`src/rtl/slow_clock_pkg.sv`:
```
// Shared types and defaults for the slow clock monitor.
// Default timing targets a 100 Hz reference sampled by a 25 MHz system clock.
package slow_clock_pkg;

    typedef enum logic [1:0] {
        ST_IDLE    = 2'd0,
        ST_MEASURE = 2'd1,
        ST_LOCKED  = 2'd2
    } state_e;

    localparam int DEF_NOMINAL_PERIOD = 250000;
    localparam int DEF_TOLERANCE      = 2500;
    localparam int DEF_LOCK_COUNT     = 4;
    localparam int DEF_SYNC_STAGES    = 2;
    localparam int DEF_COUNT_WIDTH    = 20;

endpackage

```
`src/rtl/sync_edge_detect.sv`:
```
// Multi-flop synchronizer for an asynchronous level plus a rising-edge pulse.
// The pulse is combinational from the last sync flop and its delayed copy.
module sync_edge_detect #(
    parameter int SYNC_STAGES = 2
) (
    input  logic clk_i,
    input  logic rst_i,
    input  logic async_i,
    output logic rise_o
);

    logic [SYNC_STAGES-1:0] sync_q;
    logic                   delay_q;

    always_ff @(posedge clk_i or posedge rst_i) begin
        if (rst_i) begin
            sync_q  <= '0;
            delay_q <= 1'b0;
        end else begin
            sync_q  <= {sync_q[SYNC_STAGES-2:0], async_i};
            delay_q <= sync_q[SYNC_STAGES-1];
        end
    end

    assign rise_o = sync_q[SYNC_STAGES-1] & ~delay_q;

endmodule

```
`src/rtl/slow_clock_monitor.sv`:
```
// Measures a slow asynchronous square wave in fast-clock cycles and
// reports tick, period, lock, out-of-range and stall status.
module slow_clock_monitor
    import slow_clock_pkg::*;
#(
    parameter int NOMINAL_PERIOD = DEF_NOMINAL_PERIOD,
    parameter int TOLERANCE      = DEF_TOLERANCE,
    parameter int LOCK_COUNT     = DEF_LOCK_COUNT,
    parameter int SYNC_STAGES    = DEF_SYNC_STAGES,
    parameter int COUNT_WIDTH    = DEF_COUNT_WIDTH
) (
    input  logic                   clock,
    input  logic                   reset,
    input  logic                   slow_clock_in,
    output logic                   tick,
    output logic [COUNT_WIDTH-1:0] period,
    output logic                   period_valid,
    output logic                   locked,
    output logic                   too_fast,
    output logic                   too_slow,
    output logic                   stalled
);

    localparam int CW = COUNT_WIDTH;
    localparam int GW = $clog2(LOCK_COUNT + 1);

    // Limits are one bit wider than the counter so m never wraps.
    localparam logic [CW:0]   LO_LIM   = (CW+1)'(NOMINAL_PERIOD - TOLERANCE);
    localparam logic [CW:0]   HI_LIM   = (CW+1)'(NOMINAL_PERIOD + TOLERANCE);
    localparam logic [CW-1:0] STALL_AT = CW'(2 * NOMINAL_PERIOD - 1);
    localparam logic [GW-1:0] LC_V     = GW'(LOCK_COUNT);

    logic          rise;
    state_e        state_q;
    logic [CW-1:0] cnt_q;
    logic [CW-1:0] cnt_d;
    logic [GW-1:0] good_q;
    logic [GW-1:0] good_inc;
    logic [CW:0]   m_full;
    logic [CW-1:0] m_sat;
    logic          in_range;
    logic          is_fast;
    logic          stall_hit;

    logic          tick_q;
    logic [CW-1:0] period_q;
    logic          period_valid_q;
    logic          locked_q;
    logic          too_fast_q;
    logic          too_slow_q;
    logic          stalled_q;

    sync_edge_detect #(
        .SYNC_STAGES(SYNC_STAGES)
    ) u_sync (
        .clk_i  (clock),
        .rst_i  (reset),
        .async_i(slow_clock_in),
        .rise_o (rise)
    );

    always_comb begin
        cnt_d = cnt_q + CW'(1);
        if (rise) begin
            cnt_d = '0;
        end else if (&cnt_q) begin
            cnt_d = cnt_q;
        end
    end

    assign m_full    = {1'b0, cnt_q} + (CW+1)'(1);
    assign m_sat     = m_full[CW] ? {CW{1'b1}} : m_full[CW-1:0];
    assign in_range  = (m_full >= LO_LIM) && (m_full <= HI_LIM);
    assign is_fast   = (m_full < LO_LIM);
    assign stall_hit = (cnt_q == STALL_AT);
    assign good_inc  = (good_q == LC_V) ? good_q : good_q + GW'(1);

    always_ff @(posedge clock or posedge reset) begin
        if (reset) begin
            state_q        <= ST_IDLE;
            cnt_q          <= '0;
            good_q         <= '0;
            tick_q         <= 1'b0;
            period_q       <= '0;
            period_valid_q <= 1'b0;
            locked_q       <= 1'b0;
            too_fast_q     <= 1'b0;
            too_slow_q     <= 1'b0;
            stalled_q      <= 1'b0;
        end else begin
            cnt_q          <= cnt_d;
            tick_q         <= rise;
            period_valid_q <= 1'b0;
            too_fast_q     <= 1'b0;
            too_slow_q     <= 1'b0;
            case (state_q)
                ST_IDLE: begin
                    if (rise) begin
                        state_q   <= ST_MEASURE;
                        stalled_q <= 1'b0;
                    end
                end
                ST_MEASURE, ST_LOCKED: begin
                    // An edge on the stall-threshold cycle is still measured.
                    if (rise) begin
                        period_q       <= m_sat;
                        period_valid_q <= 1'b1;
                        if (in_range) begin
                            good_q <= good_inc;
                            if (good_inc == LC_V) begin
                                state_q  <= ST_LOCKED;
                                locked_q <= 1'b1;
                            end
                        end else begin
                            too_fast_q <= is_fast;
                            too_slow_q <= ~is_fast;
                            good_q     <= '0;
                            state_q    <= ST_MEASURE;
                            locked_q   <= 1'b0;
                        end
                    end else if (stall_hit) begin
                        stalled_q <= 1'b1;
                        locked_q  <= 1'b0;
                        good_q    <= '0;
                        state_q   <= ST_IDLE;
                    end
                end
                default: begin
                    state_q <= ST_IDLE;
                end
            endcase
        end
    end

    assign tick         = tick_q;
    assign period       = period_q;
    assign period_valid = period_valid_q;
    assign locked       = locked_q;
    assign too_fast     = too_fast_q;
    assign too_slow     = too_slow_q;
    assign stalled      = stalled_q;

endmodule

```
`config.mk`:
```
export PLATFORM = sky130hd
export DESIGN_NAME = slow_clock_monitor
export DESIGN_NICKNAME = d
export VERILOG_FILES = /design/src/rtl/slow_clock_pkg.sv /design/src/rtl/sync_edge_detect.sv /design/src/rtl/slow_clock_monitor.sv
export SDC_FILE = /design/constraint.sdc
export NUM_CORES = 1
export LEC_CHECK = 0
export BUFFER_PORTS_ARGS = -buffer_cell sky130_fd_sc_hd__buf_2
export CORE_UTILIZATION = 40
export DETAILED_ROUTE_END_ITERATION = 8
export PLACE_DENSITY_LB_ADDON = 0.15
export SLEW_MARGIN = 20
export SYNTH_ARGS = -nofsm -noshare
export SYNTH_HDL_FRONTEND = slang
export SYNTH_SLANG_ARGS = --single-unit
```
`constraint.sdc`:
```
create_clock -name clock -period 4 [get_ports clock]
set_input_delay 0.4 -clock clock [delete_from_list [all_inputs] [get_ports clock]]
set_output_delay 0.4 -clock clock [all_outputs]
set_load 0.01 [all_outputs]
```
* Word-level counts from Yosys, hierarchy flattened
Cells that the tools add are included.
Storage, ports and cells: register bits after elaboration 54, output and inout port bits 26, logic and storage cells 73
Operators by class: add/sub/neg operators 3, magnitude comparators 3, equality and inequality tests 12, muxes and demuxes 29, bitwise operators 3, reductions and logical operators 11
Operators by type and width (count):
- 20-bit 2-to-1 mux | 3
- 20-bit by 1-bit adder with 21-bit output (second input constant) | 1
- 21-bit by 18-bit >= comparator with 1-bit output (second input constant) | 1
- 21-bit by 18-bit less-or-equal comparator with 1-bit output (second input constant) | 1
- 21-bit by 18-bit less-than comparator with 1-bit output (second input constant) | 1
- 20-bit by 1-bit adder with 20-bit output (second input constant) | 1
- 20-bit by 19-bit == test with 1-bit output (second input constant) | 1
- 20-bit AND reduction | 1
- 1-bit 2-to-1 mux | 15
- 3-bit 2-to-1 mux | 4
- 2-bit 2-to-1 mux | 5
- 2-bit inequality test (second input constant) | 4
- 3-bit == test (second input constant) | 2
- 3-bit AND reduction | 2
- 4-bit inequality test (second input constant) | 1
- 2-bit case mux with 2 select lines | 1
- 2-bit AND reduction | 2
- 4-bit AND reduction | 1
- 2-bit nonzero test | 2
- 3-bit by 1-bit adder with 3-bit output (second input constant) | 1
- 3-bit by 2-bit inequality test with 1-bit output (second input constant) | 1
- 3-bit inequality test (second input constant) | 1
- 2-bit by 1-bit == test with 1-bit output (second input constant) | 1
- 2-bit == test (second input constant) | 1
- 6 further kinds | 7

* Longest topological paths before layout
Gate-level depths: netlist of run 1.
word-level depth 7, gate-level depth with buffers 11, gate-level depth less buffers 10

* Modules after synthesis
A second synthesis of run 1 with hierarchy kept.
Second synthesis, totals: cell total of the unflattened synthesis 361, area total of the unflattened synthesis 3119.2 µm²
By module, submodules not included:
- slow_clock_monitor | instances 1, cells an instance 356, area each 3026.7 µm², seq. area each 1276.2 µm²
- sync_edge_detect | instances 1, cells an instance 5, area each 92.6 µm², seq. area each 75.1 µm²

* Worst setup path after synthesis of run 1
OpenSTA, ideal clock, no wires.
kind register -> register, start point register cnt_q[0], end point register state_q[0], arrival 2.958 ns, setup slack 0.966 ns, stages on the path, launching flop included 11, buffers on the path 0, path through dfrtp_1 > ha_1 > nand3_1 > nor3_1 > xnor2_1 > nand2_1 > a2111o_1 > or4_4 > a21oi_4 > mux2_1 > o21ai_1
Between the ends: word-level cells in the longest chain between the ends 6, elaborated cells on any way between the ends 11, classes of those cells add/sub (1); order compare (2); eq/ne (3); mux (3); reduce/logical (2)
RTL lines:
- from (decl) | line slow_clock_monitor.sv:35 | logic [CW-1:0] cnt_q;
- from (signal assigned) | line slow_clock_monitor.sv:91 | cnt_q <= cnt_d;
- 20-bit by 1-bit adder with 21-bit output | line slow_clock_monitor.sv:71 | assign m_full = {1'b0, cnt_q} + (CW+1)'(1);
- 21-bit by 18-bit >= comparator with 1-bit output / 21-bit by 18-bit less-or-equal comparator with 1-bit output (equally long branches) | line slow_clock_monitor.sv:73 | assign in_range = (m_full >= LO_LIM) && (m_full <= HI_LIM);
- 1-bit logical AND | line slow_clock_monitor.sv:73
- 2-bit 2-to-1 mux | line slow_clock_monitor.sv:108 | if (in_range) begin
- 2-bit 2-to-1 mux | line slow_clock_monitor.sv:105 | if (rise) begin
- 2-bit case mux with 2 select lines | line slow_clock_monitor.sv:96 | case (state_q)
- to (signal assigned) | line slow_clock_monitor.sv:80 | state_q <= ST_IDLE;
- to (signal assigned) | line slow_clock_monitor.sv:99 | state_q <= ST_MEASURE;
- to (signal assigned) | line slow_clock_monitor.sv:111 | state_q <= ST_LOCKED;
- to (decl) | line slow_clock_monitor.sv:34 | state_e state_q;
Parallel ways exist; a longest one is shown, timed or not. A chain may end at the register's enable or synchronous reset.

* Worst setup path in the final report of run 1
Same ends and word-level chain as after synthesis.

==> results of run 1 <==
==> cells in the final DEF (no fill, tap or decap), types with 2 or more instances in the layout <==
| cell type | Yosys | layout |
|---|---|---|
| sky130_fd_sc_hd__xor2_1 | 11 | 11 |
| sky130_fd_sc_hd__nand3b_1 | 5 | 5 |
| sky130_fd_sc_hd__inv_1 | 9 | 8 |
| sky130_fd_sc_hd__dfrtp_1 | 54 | 54 |
| sky130_fd_sc_hd__and4_1 | 3 | 3 |
| sky130_fd_sc_hd__a32oi_1 | 2 | 2 |
| sky130_fd_sc_hd__nand4_2 | 2 | 2 |
| sky130_fd_sc_hd__o21ai_0 | 24 | 24 |
| sky130_fd_sc_hd__nor3_1 | 7 | 7 |
| sky130_fd_sc_hd__nor4_1 | 4 | 4 |
| sky130_fd_sc_hd__o21ai_1 | 3 | 3 |
| sky130_fd_sc_hd__and3_1 | 6 | 6 |
| sky130_fd_sc_hd__nand3_1 | 9 | 9 |
| sky130_fd_sc_hd__o211ai_1 | 5 | 5 |
| sky130_fd_sc_hd__a21oi_1 | 12 | 12 |
| sky130_fd_sc_hd__xnor2_1 | 8 | 8 |
| sky130_fd_sc_hd__ha_1 | 6 | 6 |
| sky130_fd_sc_hd__nor2_1 | 49 | 49 |
| sky130_fd_sc_hd__and2_1 | 3 | 3 |
| sky130_fd_sc_hd__nand4_1 | 6 | 6 |
| sky130_fd_sc_hd__o22ai_1 | 4 | 4 |
| sky130_fd_sc_hd__nand2_1 | 47 | 47 |
| sky130_fd_sc_hd__a211oi_1 | 3 | 3 |
| sky130_fd_sc_hd__buf_4 | 7 | 6 |
| sky130_fd_sc_hd__a31oi_1 | 8 | 8 |
| sky130_fd_sc_hd__clkbuf_8 | 0 | 6 |
| sky130_fd_sc_hd__buf_2 | 4 | 28 |
| sky130_fd_sc_hd__o21a_1 | 3 | 3 |
==> how the worst min path moves through the flow <==
| stage | from | endpoint | slack (ps) | cells past startpoint |
|---|---|---|---|---|
| floorplan | u_sync.sync_q[0] | u_sync.sync_q[1] | 330 | 0 |
| global placement | u_sync.sync_q[0] | u_sync.sync_q[1] | 340 | 0 |
| detailed placement | u_sync.sync_q[0] | u_sync.sync_q[1] | 340 | 0 |
| CTS | reset | period[15] | 110 | 2 |
| global route | reset | period[15] | 120 | 2 |
| finish | reset | cnt_q[15] | 90 | 2 |
==> power by group <==
group          internal [mW]  total, mW  switching, mW
Sequential             0.590      0.642         0.0528
Combinational         0.0848      0.219          0.135
Clock                  0.143      0.330          0.187
Total                  0.817       1.19          0.374
==> metrics by stage <==
step	hold WS (ps)	std cells	setup slack, ps	total power, mW	cell area (um^2)
finish	94.2	464	651	1.19	3360
CTS	114	464	629	1.21	3360
global placement	336	456	758	0.876	3270
detailed placement	341	456	653	0.875	3270
global route	123	464	416	1.27	3360
floorplan	331	348	966	0.812	3090
==> per-layer routing <==
| layer | routed length, um | global-route usage (%) | share of wire [%] |
|---|---|---|---|
| met1 | 3230 | 25.1 | 48 |
| met2 | 3080 | 27.4 | 46 |
| met3 | 286 | 2.96 | 4.3 |
| met4 | 80 | 4.92 | 1.2 |
| met5 | 0 | 0 | 0 |
==> final cells by class <==
type | instances | area (um^2) | share of cell area (%)
sequential | 54 | 1350 | 40.2
clock buffer | 6 | 82.6 | 2.45
inverter | 10 | 37.5 | 1.12
clock inverter | 2 | 16.3 | 0.483
timing repair buffer | 34 | 185 | 5.50
tap | 99 | 124 | 3.68
multi-input combinational | 259 | 1570 | 46.6
==> critical path: cells and delay by family (launching register included) <==
| family | cells | cell delay (ps) |
|---|---|---|
| DFF | 1 | 490 |
| muxes | 1 | 360 |
| and+or+nand+nor | 4 | 1220 |
| adders and majority gates | 1 | 230 |
| AOI/OAI and AO/OA | 3 | 810 |
| xor gates and xnor gates | 1 | 190 |
==> kinds of logic (layout without fill, tap and decap cells) <==
group	count (synthesis)	after routing
and+or+nand+nor	156	156
AOI/OAI and AO/OA	74	74
DFF	54	54
buffers and inverters	35	52
xor gates and xnor gates	20	20
adders and majority gates	6	6
muxes	3	3
==> state kept, by name, indices dropped and copies added, names as in the netlist <==
name	flops
cnt_q	20
good_q	3
locked	1
period	20
period_valid	1
stalled	1
state_q	2
tick	1
too_fast	1
too_slow	1
u_sync.delay_q	1
u_sync.sync_q	2
==> impl_results.md, run 1 <==
* Timing-limited maximum frequency at between 0.2 and 0.3 GHz
* Top-area cell type share of the netlist area at 43.8%
* Reg2Reg Capture Point: state_q[0]
* Clock edge transition at the registers on the reported setup and hold paths at approximately 110 ps
* Via density per instance at 5.33
* Last weighted congestion value of the routability-driven placer at 0.836
* Syn Std Cell Area at 3090 um^2
* Arr. time, crit path at 3590 ps
* Worst setup path start: cnt_q[0]
* Synthesized-area fraction occupied by xor and xnor cells at roughly 6%
* Library cells used by synthesis at slightly below 60
* Synth warn at 0
* Number of enable-type register cells in the synthesized netlist at 0
* Most numerous cell types in the synthesized netlist: sky130_fd_sc_hd__dfrtp_1, sky130_fd_sc_hd__nor2_1, sky130_fd_sc_hd__nand2_1, sky130_fd_sc_hd__o21ai_0, sky130_fd_sc_hd__clkbuf_1
* Antenna cells at 0
* Shortest period the worst path allows at ~3300 ps
* Mean post-synth cell area at between 8 and 9 um^2
* Unrepaired setup endpoints after global routing: false
* Length of the first detailed-routing pass in iterations at 4
* Register bit total from synthesis at 54
* Vias after detailed routing at about 2500
* I/O pin total at 29
* Cell chain of the critical path: ha_1 > nand3_1 > nor3_1 > xnor2_1 > nand2_1 > a2111o_1 > or4_4 > a21oi_4 > mux2_1 > o21ai_1
* Site row count at 31
* Portion of the post-synthesis area used by sequential elements at 43.8%
* Run status: finished, final reports clean
* DR WL/cell at 14.4 um
* Depth of the worst register-to-register path at 10
* Syn nets at 357
* Antenna violation net count after detailed routing at 0
* Die Y-Extent at 89.8 um
* CTS Hold Buffers Added at 0
* Number of global-route vias before repair at 2369
* Maximum single-stage delay on the critical path at 540 ps
* Share of cell area taken by muxes after synthesis at under 10%
* Final Max Slew Viols at 0
* Adder-cell share of the synthesized area at 2.43%
* TritonCTS clock tree: yes
* Initial core utilization at 41.9%
* Synthesized instance count at approximately 350
* Sum of overflow across all layers after global routing at 0
* Setup total negative slack at 0 ps
* Largest voltage drop on the vdd net at 0.000141 V
* Fraction of layout cells with a size suffix above 1 at 15.9%
* Top_reg_cell synth: sky130_fd_sc_hd__dfrtp_1
* Post-Route Skew at 10.8 ps
* Endpoint required time on the critical path at 4240 ps
* Antenna violations before repair at 0
* Slew at the pin closest to its max-slew limit at around 640 ps
* Leakage Power at roughly 1.5 nW
* Worst skew pair latency at slightly above 300 ps
* Library cell with the highest instance count after synthesis: sky130_fd_sc_hd__dfrtp_1
* Count of buffers added by post-CTS timing repair for setup at 0
* Number of buffers created by CTS at 5
* Htree depth at 2
* Most area-hungry cell type in the Yosys netlist: sky130_fd_sc_hd__dfrtp_1
* Compound-Gate Fraction of Synth Area at 15.4%
* Capturing instance or port of the critical path: state_q[0]
* Core ar. at 7370 um^2
* GRT Total Usage at 17.6%
* Setup violations, final at 0
* Synthesized-area fraction occupied by and/or/nand/nor cells at 25.9%
* First-pass GRT wire length at 11.5 mm
* Floorplan die area at 8070 um^2
* Critical path's slowest cell: sky130_fd_sc_hd__or4_4
* Fraction of registers with async set/reset at 100%
* Count of input and output buffers at 28
* Critical Path Source Type: flop
* Largest net degree at the start of global routing at 40
* Worst slew margin relative to its limit at 56.8%
* Cell Pwr Density at 354 nW/um^2
* Clock buffer depth at 2
* Width of the chip at 89.8 um
* Fill cell instance count of the final layout at 746
* Clock Tree Root: sky130_fd_sc_hd__clkbuf_8
* Share of the cycle needed by the critical path after routing at between 80% and 90%
* CTS-repair resized insts at 0
* Final routed wirelength across all metal layers at ~6.7 mm
* Total Nets Final at 373
* Launch point of the worst reg-to-reg path: cnt_q[0]
* Residual DRC count at 0
* Worst Path Class, Setup: reg2reg
* Fin. Hold Viols at 0
* Worst hold-check path type: in2async
* Total number of clock tree sinks at 54
* Core Util, Final at 45.7%
* Combinational family with the most area after synthesis: simple AND/OR/NAND/NOR gates
* Top fanout value on the critical path at 9
* DR iter-0 viols at ~210
* HPWL Detailed at 4.67 mm
* Nature of the critical path endpoint: flop
* # Max-Cap Violations at 0
* Top area cells in the synthesized netlist: sky130_fd_sc_hd__dfrtp_1, sky130_fd_sc_hd__nor2_1, sky130_fd_sc_hd__nand2_1
* Synth-to-layout area growth at 9.00%
* Minimum setup slack among reg-to-reg paths at 650 ps
No activity file was read; power rests on OpenSTA's default activity.
==> inputs of run 2 (changes only) <==
==> constraint.sdc (replaced) <==
create_clock -name clock -period 3.5 [get_ports clock]
set_input_delay 0.35 -clock clock [delete_from_list [all_inputs] [get_ports clock]]
set_output_delay 0.35 -clock clock [all_outputs]
set_load 0.01 [all_outputs]
==> run 2 against run 1 <==
Effect of this change: flip-flop and latch count stayed put; via count up 1.3%; power grew 13%; hold slack improved by 55 ps; non-clock buffer count rose by 11; largest cell class unchanged; clock power rose by 6.4%; final area increased by 2.1%; clock skew down 3.7 ps; critical path depth rose by 1; largest power group unchanged; sequential share of layout area fell by 0.80 points; cell count increased by 2.4%; register-to-register slack worse by 370 ps.
==> impl_results.md, run 2 (synthesis gave the netlist of run 1 again) <==
* Setup violations, final at 0 (unchanged)
* Nature of the critical path endpoint: flop
* Antenna violations before repair at 0 (unchanged)
* Timing-limited maximum frequency at 0.311 GHz (+4.1%)
* Share of the cycle needed by the critical path after routing at 92.0% (+8.2 points)
* Sum of overflow across all layers after global routing at 0 (unchanged)
* Unrepaired setup endpoints after global routing: false
* Start point of the worst hold path: slow_clock_in
* Worst hold-check path type: in2reg
* Antenna cells at 0 (unchanged)
* Minimum setup slack among reg-to-reg paths at 280 ps (-370 ps)
* Core ar. at 7370 um^2 (unchanged)
* Cell Pwr Density at 392 nW/um^2 (+11%)
* Number of global-route vias before repair at 2310 (-2.5%)
* Worst slew margin relative to its limit at 50.2% (-6.6 points)
* Count of input and output buffers at 28 (unchanged)
* Post-Route Skew at 7.05 ps (-3.75 ps)
* Floorplan die area at 8070 um^2 (unchanged)
* Total number of clock tree sinks at 54 (unchanged)
* Die Y-Extent at 89.8 um (unchanged)
* Shortest period the worst path allows at 3220 ps (-131 ps)
* Slew at the pin closest to its max-slew limit at 747 ps (+104 ps)
* Most common cell after layout, fill and taps aside: sky130_fd_sc_hd__dfrtp_1
* Overall power of the completed layout at 1.35 mW (+13%)
* Site row count at 31 (unchanged)
* Vias after detailed routing at 2506 (+1.3%)
* First-pass GRT wire length at 11.8 mm (+2.6%)
* Fin. Hold Viols at 0 (unchanged)
* Worst skew pair latency at 300 ps (about the same)
* Most frequent cells in the layout: sky130_fd_sc_hd__dfrtp_1, sky130_fd_sc_hd__nor2_1, sky130_fd_sc_hd__nand2_1
* Worst Path Class, Setup: reg2reg
* Clock Tree Root: sky130_fd_sc_hd__clkbuf_8
* DR WL/cell at 14.7 um (+2.5%)
* Total Nets Final at 384 (+2.9%)
* HPWL Detailed at 5.19 mm (+11%)
* Run status: finished, final reports clean
* Worst hold slack at 149 ps (+54.6 ps)
* Endpoint required time on the critical path at 3740 ps (-500 ps)
* Hold Path Sink: u_sync.sync_q[0]
* Launch point of the worst reg-to-reg path: cnt_q[0]
* Final routed wirelength across all metal layers at 7.00 mm (+5.0%)
* GRT Total Usage at 18.2% (+0.60 points)
* Last weighted congestion value of the routability-driven placer at 0.947 (+13%)
* I/O pin total at 29 (unchanged)
* Length of the first detailed-routing pass in iterations at 4 (unchanged)
* Worst slack at placement at 179 ps (-474 ps)
* Antenna violation net count after detailed routing at 0 (unchanged)
* Setup total negative slack at 0 ps (unchanged)
* Synth-to-layout area growth at 11.3%
* DR iter-0 viols at 150 (-29%)
* Reg2Reg Capture Point: state_q[0]
* Clock buffer depth at 2 (unchanged)
* Depth of the worst register-to-register path at 11 (+1)
* TritonCTS clock tree: yes
* Area of combinational cells with multiple inputs at 1570 um^2 (unchanged)
* Fill cell instance count of the final layout at 756 (+1.3%)
* Top fanout value on the critical path at 9 (unchanged)
* Htree depth at 2 (unchanged)
* # Max-Cap Violations at 0 (unchanged)
* Width of the chip at 89.8 um (unchanged)
* Worst path setup slack after routing at 281 ps (-369 ps)
* Initial core utilization at 41.9% (unchanged)
* Number of buffers created by CTS at 5 (unchanged)
* Leakage Power at 1.59 nW (+3.4%)
* Critical Path Source Type: flop
* Via density per instance at 5.28 (-1.1%)
* Clock edge transition at the registers on the reported setup and hold paths at 100 ps (about the same)
* Hold depth at 1
* Residual DRC count at 0 (unchanged)
* Largest net degree at the start of global routing at 37 (-7.5%)
* Arr. time, crit path at 3460 ps (-130 ps)
* Register area at 1350 um^2 (about the same)
* Largest voltage drop on the vdd net at 0.000174 V (+24%)
* Final Max Slew Viols at 0 (unchanged)
* Fraction of layout cells with a size suffix above 1 at 18.4% (+2.5 points)
-- run 2: layout make-up --
cell class / count / area share, %
tap: 99 / 3.61
multi-input combinational: 259 / 45.6
inverter: 10 / 1.09
timing repair buffer: 45 / 7.79
clock inverter: 2 / 0.401
sequential: 54 / 39.4
clock buffer: 6 / 2.11
-- run 2: what timing repair did --
action / in CTS / in global routing
resized for setup: 0 / 1
setup endpoints to repair: 0 / 2
setup buffers: 0 / 0
hold buffers: 0 / 0
-- run 2: power by group --
| part | internal (mW) | leakage [nW] | total (mW) | switching, mW |
|---|---|---|---|---|
| combinational | 0.101 | 0.817 | 0.259 | 0.158 |
| sequential | 0.674 | 0.729 | 0.736 | 0.0621 |
| clock | 0.142 | 0.0452 | 0.351 | 0.209 |
| total | 0.917 | 1.59 | 1.35 | 0.429 |
-- run 2: worst max path at each step --
stage                        start    endpoint  slack, ps  cells after the start
final                     cnt_q[0]  state_q[0]        280                     11
after global routing      cnt_q[0]  state_q[0]         40                     10
after CTS                 cnt_q[4]  state_q[0]        200                      9
after detailed placement  cnt_q[4]  state_q[0]        180                      9
after global placement    cnt_q[4]  state_q[0]        270                      9
after floorplan           cnt_q[0]  state_q[0]        470                     10
-- run 2: worst max-delay path: stages (launching register included) --
cell                       delay, ps
sky130_fd_sc_hd__dfrtp_1         480
sky130_fd_sc_hd__ha_1            270
sky130_fd_sc_hd__buf_4           170
sky130_fd_sc_hd__and3_1          210
sky130_fd_sc_hd__buf_4           170
sky130_fd_sc_hd__nor4b_1         250
sky130_fd_sc_hd__o31ai_1         140
sky130_fd_sc_hd__nand3b_1        190
sky130_fd_sc_hd__or4_4           500
sky130_fd_sc_hd__a21oi_4         300
sky130_fd_sc_hd__mux2_1          360
sky130_fd_sc_hd__o21ai_1         110
-- run 2: through the flow --
step | instances | util [%] | cell area [um^2]
finish | 475 | 46.6 | 3440
global route | 475 | 46.6 | 3440
CTS | 475 | 46.6 | 3430
detailed placement | 467 | 45.4 | 3350
global placement | 467 | 45.4 | 3350
floorplan | 348 | - | 3090
-- run 2: per-layer routing --
| layer | global-route usage (%) | vias up | share of wire, % |
|---|---|---|---|
| li1 | - | 1272 | - |
| met2 | 28.8 | 44 | 46 |
| met3 | 2.88 | 2 | 2.9 |
| met4 | 5.46 | 0 | 0.63 |
| met1 | 25.5 | 1188 | 50 |
| met5 | 0 | - | 0 |
